`src/rtl/vending_pkg.sv`:
```
// vending_pkg: dispense FSM state encoding and coin denominations.
package vending_pkg;
  localparam logic [1:0] ST_IDLE     = 2'd0;
  localparam logic [1:0] ST_DISPENSE = 2'd1;
  localparam logic [1:0] ST_PAYOUT   = 2'd2;
  localparam logic [1:0] ST_DONE     = 2'd3;
  typedef enum logic [1:0] {
    IDLE     = ST_IDLE,
    DISPENSE = ST_DISPENSE,
    PAYOUT   = ST_PAYOUT,
    DONE     = ST_DONE
  } disp_state_t;
  localparam int unsigned COIN_10 = 10;
  localparam int unsigned COIN_5  = 5;
  localparam int unsigned COIN_1  = 1;
endpackage

```
`src/rtl/coin_selector.sv`:
```
// coin_selector: greedy pick of the largest coin in {10,5,1} not above remaining.
module coin_selector
  import vending_pkg::*;
#(
  parameter int MONEY_W = 8
) (
  input  logic [MONEY_W-1:0] i_remaining,
  output logic [MONEY_W-1:0] o_coin
);
  always_comb
    o_coin = i_remaining >= MONEY_W'(COIN_10) ? MONEY_W'(COIN_10) :
             i_remaining >= MONEY_W'(COIN_5)  ? MONEY_W'(COIN_5)  :
             i_remaining >= MONEY_W'(COIN_1)  ? MONEY_W'(COIN_1)  : '0;
endmodule

```
`src/rtl/dispense_controller.sv`:
```
// dispense_controller: one-hot item strobe with ack, then coin-by-coin change payout.
// Optional dispense watchdog enabled by `define DISPENSE_TIMEOUT_EN.
module dispense_controller
  import vending_pkg::*;
#(
  parameter int N_ITEMS      = 4,
  parameter int MONEY_W      = 8,
  parameter int SEL_W        = $clog2(N_ITEMS),
  parameter int DISP_TIMEOUT = 15
) (
  input  logic               clk,
  input  logic               rst_n,
  input  logic               end_trans,
  input  logic [MONEY_W-1:0] sum_money,
  input  logic [MONEY_W-1:0] price,
  input  logic [SEL_W-1:0]   item_select,
  output logic [N_ITEMS-1:0] item_onehot,
  input  logic               item_ack,
  output logic               coin_valid,
  output logic [MONEY_W-1:0] coin_value,
  input  logic               coin_ready,
  output logic [MONEY_W-1:0] change,
  output logic               refund,
  output logic               busy,
  output logic               done,
  output logic               fault
);
  disp_state_t        r_state;
  logic [SEL_W-1:0]   r_sel;
  logic [MONEY_W-1:0] r_rem;
  logic [MONEY_W-1:0] r_change;
  logic               r_refund;
  logic               w_ok;
  logic [MONEY_W-1:0] w_start;
  logic [MONEY_W-1:0] w_coin;
  logic [MONEY_W-1:0] w_rem_next;

  coin_selector #(.MONEY_W(MONEY_W)) u_coin_selector (
    .i_remaining (r_rem),
    .o_coin      (w_coin)
  );

  assign w_ok        = sum_money >= price && 32'(item_select) < N_ITEMS;
  assign w_start     = w_ok ? sum_money - price : sum_money;
  assign w_rem_next  = r_rem - w_coin;
  assign item_onehot = r_state == DISPENSE ? N_ITEMS'(1) << r_sel : '0;
  assign coin_valid  = r_state == PAYOUT;
  assign coin_value  = coin_valid ? w_coin : '0;
  assign change      = r_change;
  assign refund      = r_refund;
  assign busy        = r_state != IDLE;
  assign done        = r_state == DONE;

`ifdef DISPENSE_TIMEOUT_EN
  localparam int CNT_W = $clog2(DISP_TIMEOUT + 1);
  logic [CNT_W-1:0]   r_cnt;
  logic [MONEY_W-1:0] r_sum;
  logic               r_fault;
  logic               w_tmo;
  assign w_tmo = r_state == DISPENSE && !item_ack && r_cnt == CNT_W'(DISP_TIMEOUT - 1);
  assign fault = r_fault;
  // r_sum keeps the inserted money so a timed-out dispense can refund it in full
  always_ff @(posedge clk or negedge rst_n)
    if (!rst_n) begin
      r_cnt   <= '0;
      r_sum   <= '0;
      r_fault <= 1'b0;
    end else begin
      r_fault <= w_tmo;
      r_cnt   <= r_state == DISPENSE ? r_cnt + 1'b1 : '0;
      if (r_state == IDLE && end_trans) r_sum <= sum_money;
    end
`else
  assign fault = 1'b0;
`endif

  always_ff @(posedge clk or negedge rst_n)
    if (!rst_n) begin
      r_state  <= IDLE;
      r_sel    <= '0;
      r_rem    <= '0;
      r_change <= '0;
      r_refund <= 1'b0;
    end else begin
      case (r_state)
        IDLE:
          if (end_trans) begin
            r_sel    <= item_select;
            r_refund <= !w_ok;
            r_rem    <= w_start;
            r_change <= w_start;
            r_state  <= w_ok ? DISPENSE : sum_money == '0 ? DONE : PAYOUT;
          end
        DISPENSE:
          if (item_ack) r_state <= r_rem != '0 ? PAYOUT : DONE;
`ifdef DISPENSE_TIMEOUT_EN
          else if (w_tmo) begin
            r_refund <= 1'b1;
            r_rem    <= r_sum;
            r_change <= r_sum;
            r_state  <= r_sum != '0 ? PAYOUT : DONE;
          end
`endif
        PAYOUT:
          if (coin_ready) begin
            r_rem <= w_rem_next;
            if (w_rem_next == '0) r_state <= DONE;
          end
        default: r_state <= IDLE;
      endcase
    end
endmodule

```
`config.mk`:
```
export PLATFORM = sky130hd
export DESIGN_NAME = dispense_controller
export DESIGN_NICKNAME = d
export VERILOG_FILES = /design/src/rtl/vending_pkg.sv /design/src/rtl/coin_selector.sv /design/src/rtl/dispense_controller.sv
export SDC_FILE = /design/constraint.sdc
export NUM_CORES = 1
export LEC_CHECK = 0
export ABC_AREA = 1
export BUFFER_PORTS_ARGS = -buffer_cell sky130_fd_sc_hd__buf_4
export CAP_MARGIN = 20
export CORE_MARGIN = 1
export CORE_UTILIZATION = 50
export DETAILED_ROUTE_END_ITERATION = 7
export GPL_ROUTABILITY_DRIVEN = 0
export PLACE_DENSITY_LB_ADDON = 0.08
export SYNTH_ARGS = -nofsm -noshare
export SYNTH_HDL_FRONTEND = slang
export SYNTH_SLANG_ARGS = --single-unit
```
`constraint.sdc`:
```
create_clock -name clk -period 5.4 [get_ports clk]
set_input_delay 0.81 -clock clk [delete_from_list [all_inputs] [get_ports clk]]
set_output_delay 0.81 -clock clk [all_outputs]
set_load 0.05 [all_outputs]
```
=== Yosys cells after proc, flatten, opt, wreduce, memory -nomap -nowiden ===
Index checks and enable logic that the tools add are counted.

* Flip-flop bits (word level): 21
* Input bits: 23
* Output and inout port bits: 25
* Word-level logic and storage cells: 46

* Add/subtract/negate cells: 2
* Order comparisons: 4
* Eq/ne operators: 7
* Shift-type cells: 1
* Muxes and demuxes: 17
* Reduce and logical (&&, ||, !) cells: 10

{| class="wikitable"
|+ Operators by type and width
! kind !! count
|-
| $mux W8 || 6
|-
| $logic_not A8 Y1 || 2
|-
| $pmux W8 S2 || 1
|-
| $sub A8 B8 Y8 || 2
|-
| $mux W2 || 5
|-
| $ge A8 B1 Y1 const B || 1
|-
| $ge A8 B3 Y1 const B || 1
|-
| $ge A8 B4 Y1 const B || 1
|-
| $ge A8 B8 Y1 || 1
|-
| $reduce_bool A8 Y1 || 1
|-
| $pmux W2 S3 || 1
|-
| $eq A2 B2 Y1 const B || 2
|-
| $mux W4 || 1
|-
| $ne A2 B1 Y1 const B || 2
|-
| $ne A2 B2 Y1 const B || 2
|-
| $reduce_and A4 Y1 || 1
|-
| $reduce_bool A2 Y1 || 2
|-
| $shl A1 B2 Y4 const A || 1
|-
| $mux W1 || 3
|-
| $reduce_and A3 Y1 || 1
|-
| $eq A2 B1 Y1 const B || 1
|-
| $logic_not A2 Y1 || 1
|-
| $reduce_and A2 Y1 || 1
|-
| $logic_not A1 Y1 || 1
|}

=== Longest topological paths before layout ===
* Word-level depth: 9
* Gate-level depth with buffers: 19
* Depth with buffers taken out: 19

=== Cells and area by module ===
From an unflattened synthesis, not the netlist that was laid out.

* Cells, all modules: 354
* Area total of the unflattened synthesis: 2238.4 um2

{| class="wikitable"
|+ Modules (own cells, without submodules)
! module !! times used !! cells an instance !! area each (um2) !! seq. area each (um2)
|-
| dispense_controller || 1 || 331 || 2124.5 || 525.5
|-
| coin_selector || 1 || 23 || 113.9 || 0.0
|}

=== Worst setup path after synthesis ===
Ideal clock, no wire load.

* Kind: register to output
* Start point: register r_state[0]
* End point: output coin_value[3]
* Arrival: 2502 ps
* Slack: 2088 ps
* Stages on the path, launching flop included: 8
* Path buffers: 3
* Path through: dfrtp_1 -> inv_1 -> ha_1 -> buf_2 -> inv_2 -> buf_2 -> nor2_1 -> buf_4

* Cells in the longest elaborated chain, start to end: 2

{| class="wikitable"
|+ Ends and longest elaborated chain
! element !! RTL line !! RTL
|-
| start: declaration || dispense_controller.sv:28 || <nowiki>disp_state_t r_state;</nowiki>
|-
| start signal: assignment || dispense_controller.sv:92 || <nowiki>r_state <= w_ok ? DISPENSE : sum_money == '0 ? DONE : PAYOUT;</nowiki>
|-
| start signal: assignment || dispense_controller.sv:95 || <nowiki>if (item_ack) r_state <= r_rem != '0 ? PAYOUT : DONE;</nowiki>
|-
| $eq A2 B2 Y1 || dispense_controller.sv:47 || <nowiki>assign coin_valid = r_state == PAYOUT;</nowiki>
|-
| net coin_valid || dispense_controller.sv:19 || <nowiki>output logic coin_valid,</nowiki>
|-
| $mux W8 || dispense_controller.sv:48 || <nowiki>assign coin_value = coin_valid ? w_coin : '0;</nowiki>
|-
| end: declaration || dispense_controller.sv:20 || <nowiki>output logic [MONEY_W-1:0] coin_value,</nowiki>
|}

The timed path passes the listed nets, and every way through them passes these cells.

=== Final worst setup path ===
* Start point: register r_state[0]
* End point: output coin_value[1]

* Cells in the longest elaborated chain, start to end: 2

{| class="wikitable"
|+ Ends and longest elaborated chain
! element !! RTL line
|-
| $eq A2 B2 Y1 || dispense_controller.sv:47
|-
| $mux W8 || dispense_controller.sv:48
|}

Every way passes these cells.

==> flow_summary_export.csv <==
group,metric,value,unit
cts,cts_resized,0,
setup_path,path_depth,5,
cts,clkLatencyLatePin,0.26,ns
cts,cts.sinks,21,
place,dp_cells,377,
synth,synth_flop_cell,"dfrtp_1",
place,placed_area,0.00227,mm2
finish,final_common_cell,"nand2_1",
setup_path,path_cells,"inv_1, ha_1, inv_2, nor2_1, buf_4",
finish,fin_nets,375,
pwr,p_leak,1.31,nW
pwr,powerDensity,598,mW/mm2
pwr,p_int,604,uW
route,initialDrtViolationCount,107,
timing,setup_ws,2.75,ns
cts,post_cts_buffers,0,
place,place_ws,2.77,ns
synth,yosysSeqAreaShare,0.268,
floorplan,die_y,64.6,um
finish,multi_input_area,0.00118,mm2
floorplan,rows,22,
synth,syn_avg_cell_area,6.66,um2
pwr,peakVddDrop,0.000282,V
setup_path,cp_max_fo,15,
pwr,swShare,0.565,
place,hpwl,3.73,mm
floorplan,die_w,64.6,um
synth,yosysWarnings,0,
finish,stdcell_count,381,
floorplan,pin_count,48,
min_path,min_path_type,"input port to async pin",
global_route,grt.total_usage,0.240,
route,first_pass_iters,4,
cts,clock_path_buffers,2,
timing,fin_skew,0.00684,ns
route,drc,0,
finish,final_cell_mix,"nand2_1 (81), inv_1 (47), buf_4 (42), nand3_1 (24), nor2_1 (22)",
setup_path,reg2reg_depth,19,
pwr,power.share.clock,0.076,
finish,seqCellArea,526,um2
finish,diodes,0,
place,place.port_buffers,42,
floorplan,initial_utilization,0.527,
pwr,p_switching,784,uW
global_route,grt_pass1_wl,7.86,mm
setup_path,cpPeakStageDelay,0.42,ns
synth,synth_cells,294,
synth,ys_async_sr_fraction,1.00,
timing,final_max_slew_viol_count,0,
setup_path,cpMaxStageDelayCell,"dfrtp_1",
setup_path,r2r-start,"r_rem[5]$_DFFE_PN0P_",
synth,yosysUniqueCellTypes,37,
setup_path,crit_family,"buffers and inverters",
global_route,grt_max_degree,22,
route,wl,4.50,mm
floorplan,die-area,0.00417,mm2
outcome,status,"finished clean",
cts,root_buffer,"clkbuf_8",
timing,fmax,377,MHz
timing,grt_setup_unrepaired,"false",
synth,ys_seq_elements,21,
floorplan,fp.coreArea,0.00372,mm2
timing,finalCriticalPeriod,2.65,ns
synth,synth_edf_count,0,
cts,cts.clk_slew.worst_paths,0.08,ns
cts,htreeDepth,1,
setup_path,critical_path.startpoint_type,"flip-flop",
finish,fillers,387,
run,drv_cap,0,
setup_path,criticalPathCategory,"flip-flop to output port",
finish,syn2layout_area_growth,18.5,%
setup_path,rr_endpoint,"r_state[0]$_DFFE_PN0P_",
timing,final_hold_viol_count,0,
setup_path,crit_arrival,1.84,ns
pwr,comb_power_share,0.705,
cts,cts_tree,"yes",
setup_path,cp_num_buf_inv,3,
synth,syn-cell-area,0.00196,mm2
route,vias,1924,
cts,holdBufCountCts,0,
cts,cts-buffers-inserted,3,
pwr,p_seq_frac,0.219,
global_route,grt_remaining_overflow,0,
global_route,grt_pass1_vias,1757,
global_route,antenna_found_initial,0,
setup_path,regToRegSetupSlack,2.94,ns
timing,final-setup-viol-count,0,
route,drtAntennaViolNets,0,
timing,fin_tns_setup,0,ns
finish,fin_area,0.00232,mm2
setup_path,crit_path_end_kind,"output port",
setup_path,cp_data_required_time,4.59,ns
route,drt-wirelength-per-cell,11.8,um
finish,drive_gt1_frac,0.183,
timing,period_share,0.492,
route,vias_per_cell,5.05,
[layer usage]
layer	global-route usage	wire (um)
met1	0.329	2180
met2	0.393	2080
met3	0.0194	157
met4	0.0889	85
met5	0	0
[how the worst max path moves through the flow]
stage | start | endpoint | slack [ns]
2_1_floorplan | r_state[0]$_DFFE_PN0P_ | coin_value[3] | 2.09
3_3_place_gp | sum_money[0] | r_rem[0]$_DFFE_PN0P_ | 2.83
3_5_place_dp | sum_money[0] | r_rem[6]$_DFFE_PN0P_ | 2.77
4_1_cts | r_state[0]$_DFFE_PN0P_ | coin_value[1] | 2.70
5_1_grt | r_state[0]$_DFFE_PN0P_ | coin_value[1] | 2.57
6_report | r_state[0]$_DFFE_PN0P_ | coin_value[1] | 2.75
[logic make-up after synthesis]
family | after synthesis | synth area share
AO/OA/AOI/OAI | 46 | 0.143
flip-flops | 21 | 0.268
other | 1 | 0.00192
adder cells (fa/ha/maj) | 18 | 0.123
buffers and inverters | 63 | 0.137
XOR/XNOR | 4 | 0.0179
AND/OR/NAND/NOR | 141 | 0.309
[flip-flops by register name, indices dropped and copies added (netlist names)]
| signal | cells |
|---|---|
| refund | 1 |
| change | 8 |
| r_sel | 2 |
| r_state | 2 |
| r_rem | 8 |
[per-stage QoR]
stage                     utilization  power (mW)  hold WS, ns
after floorplan                     -        1.05        0.490
after global routing            0.624        1.51        0.431
after global placement          0.612        1.27        0.478
after detailed placement        0.612        1.28        0.474
final                           0.624        1.39        0.418
after CTS                       0.624        1.39        0.425
[power groups by stage]
stage | Sequential, mW | Clock, mW | Combinational [mW]
after global placement | 0.304 | 0 | 0.967
after detailed placement | 0.306 | 0 | 0.979
final | 0.304 | 0.105 | 0.979
after CTS | 0.303 | 0.107 | 0.982
after floorplan | 0.409 | 0 | 0.644
after global routing | 0.315 | 0.116 | 1.08
[synth_stat cells (2+ instances only)]
cell      number  share of area
buf_4          6          0.023
inv_2          5         0.0096
ha_1          16           0.10
nand3_1       24          0.061
clkbuf_1       2         0.0038
nor2_2         2         0.0064
o21bai_1       2         0.0077
inv_1         47          0.090
o211ai_1       2         0.0077
a31oi_1        4          0.013
nand4_1        2         0.0064
nor3_1         4          0.010
nor2_1        22          0.042
a21oi_1       11          0.028
buf_2          2         0.0051
o21ai_0       17          0.043
xnor2_1        3          0.013
fa_1           2          0.020
dfrtp_1       21           0.27
nand2_1       81           0.16
o21ai_2        3          0.013
[area by class of cell]
| class | instances | area share |
|---|---|---|
| multi-input cells | 214 | 0.508 |
| flip-flops and latches | 21 | 0.227 |
| repair buffers | 42 | 0.136 |
| inverters | 52 | 0.0841 |
| well taps | 48 | 0.0259 |
| clock buffers | 4 | 0.0194 |
Note: power is estimated with default switching activity, not from simulation.
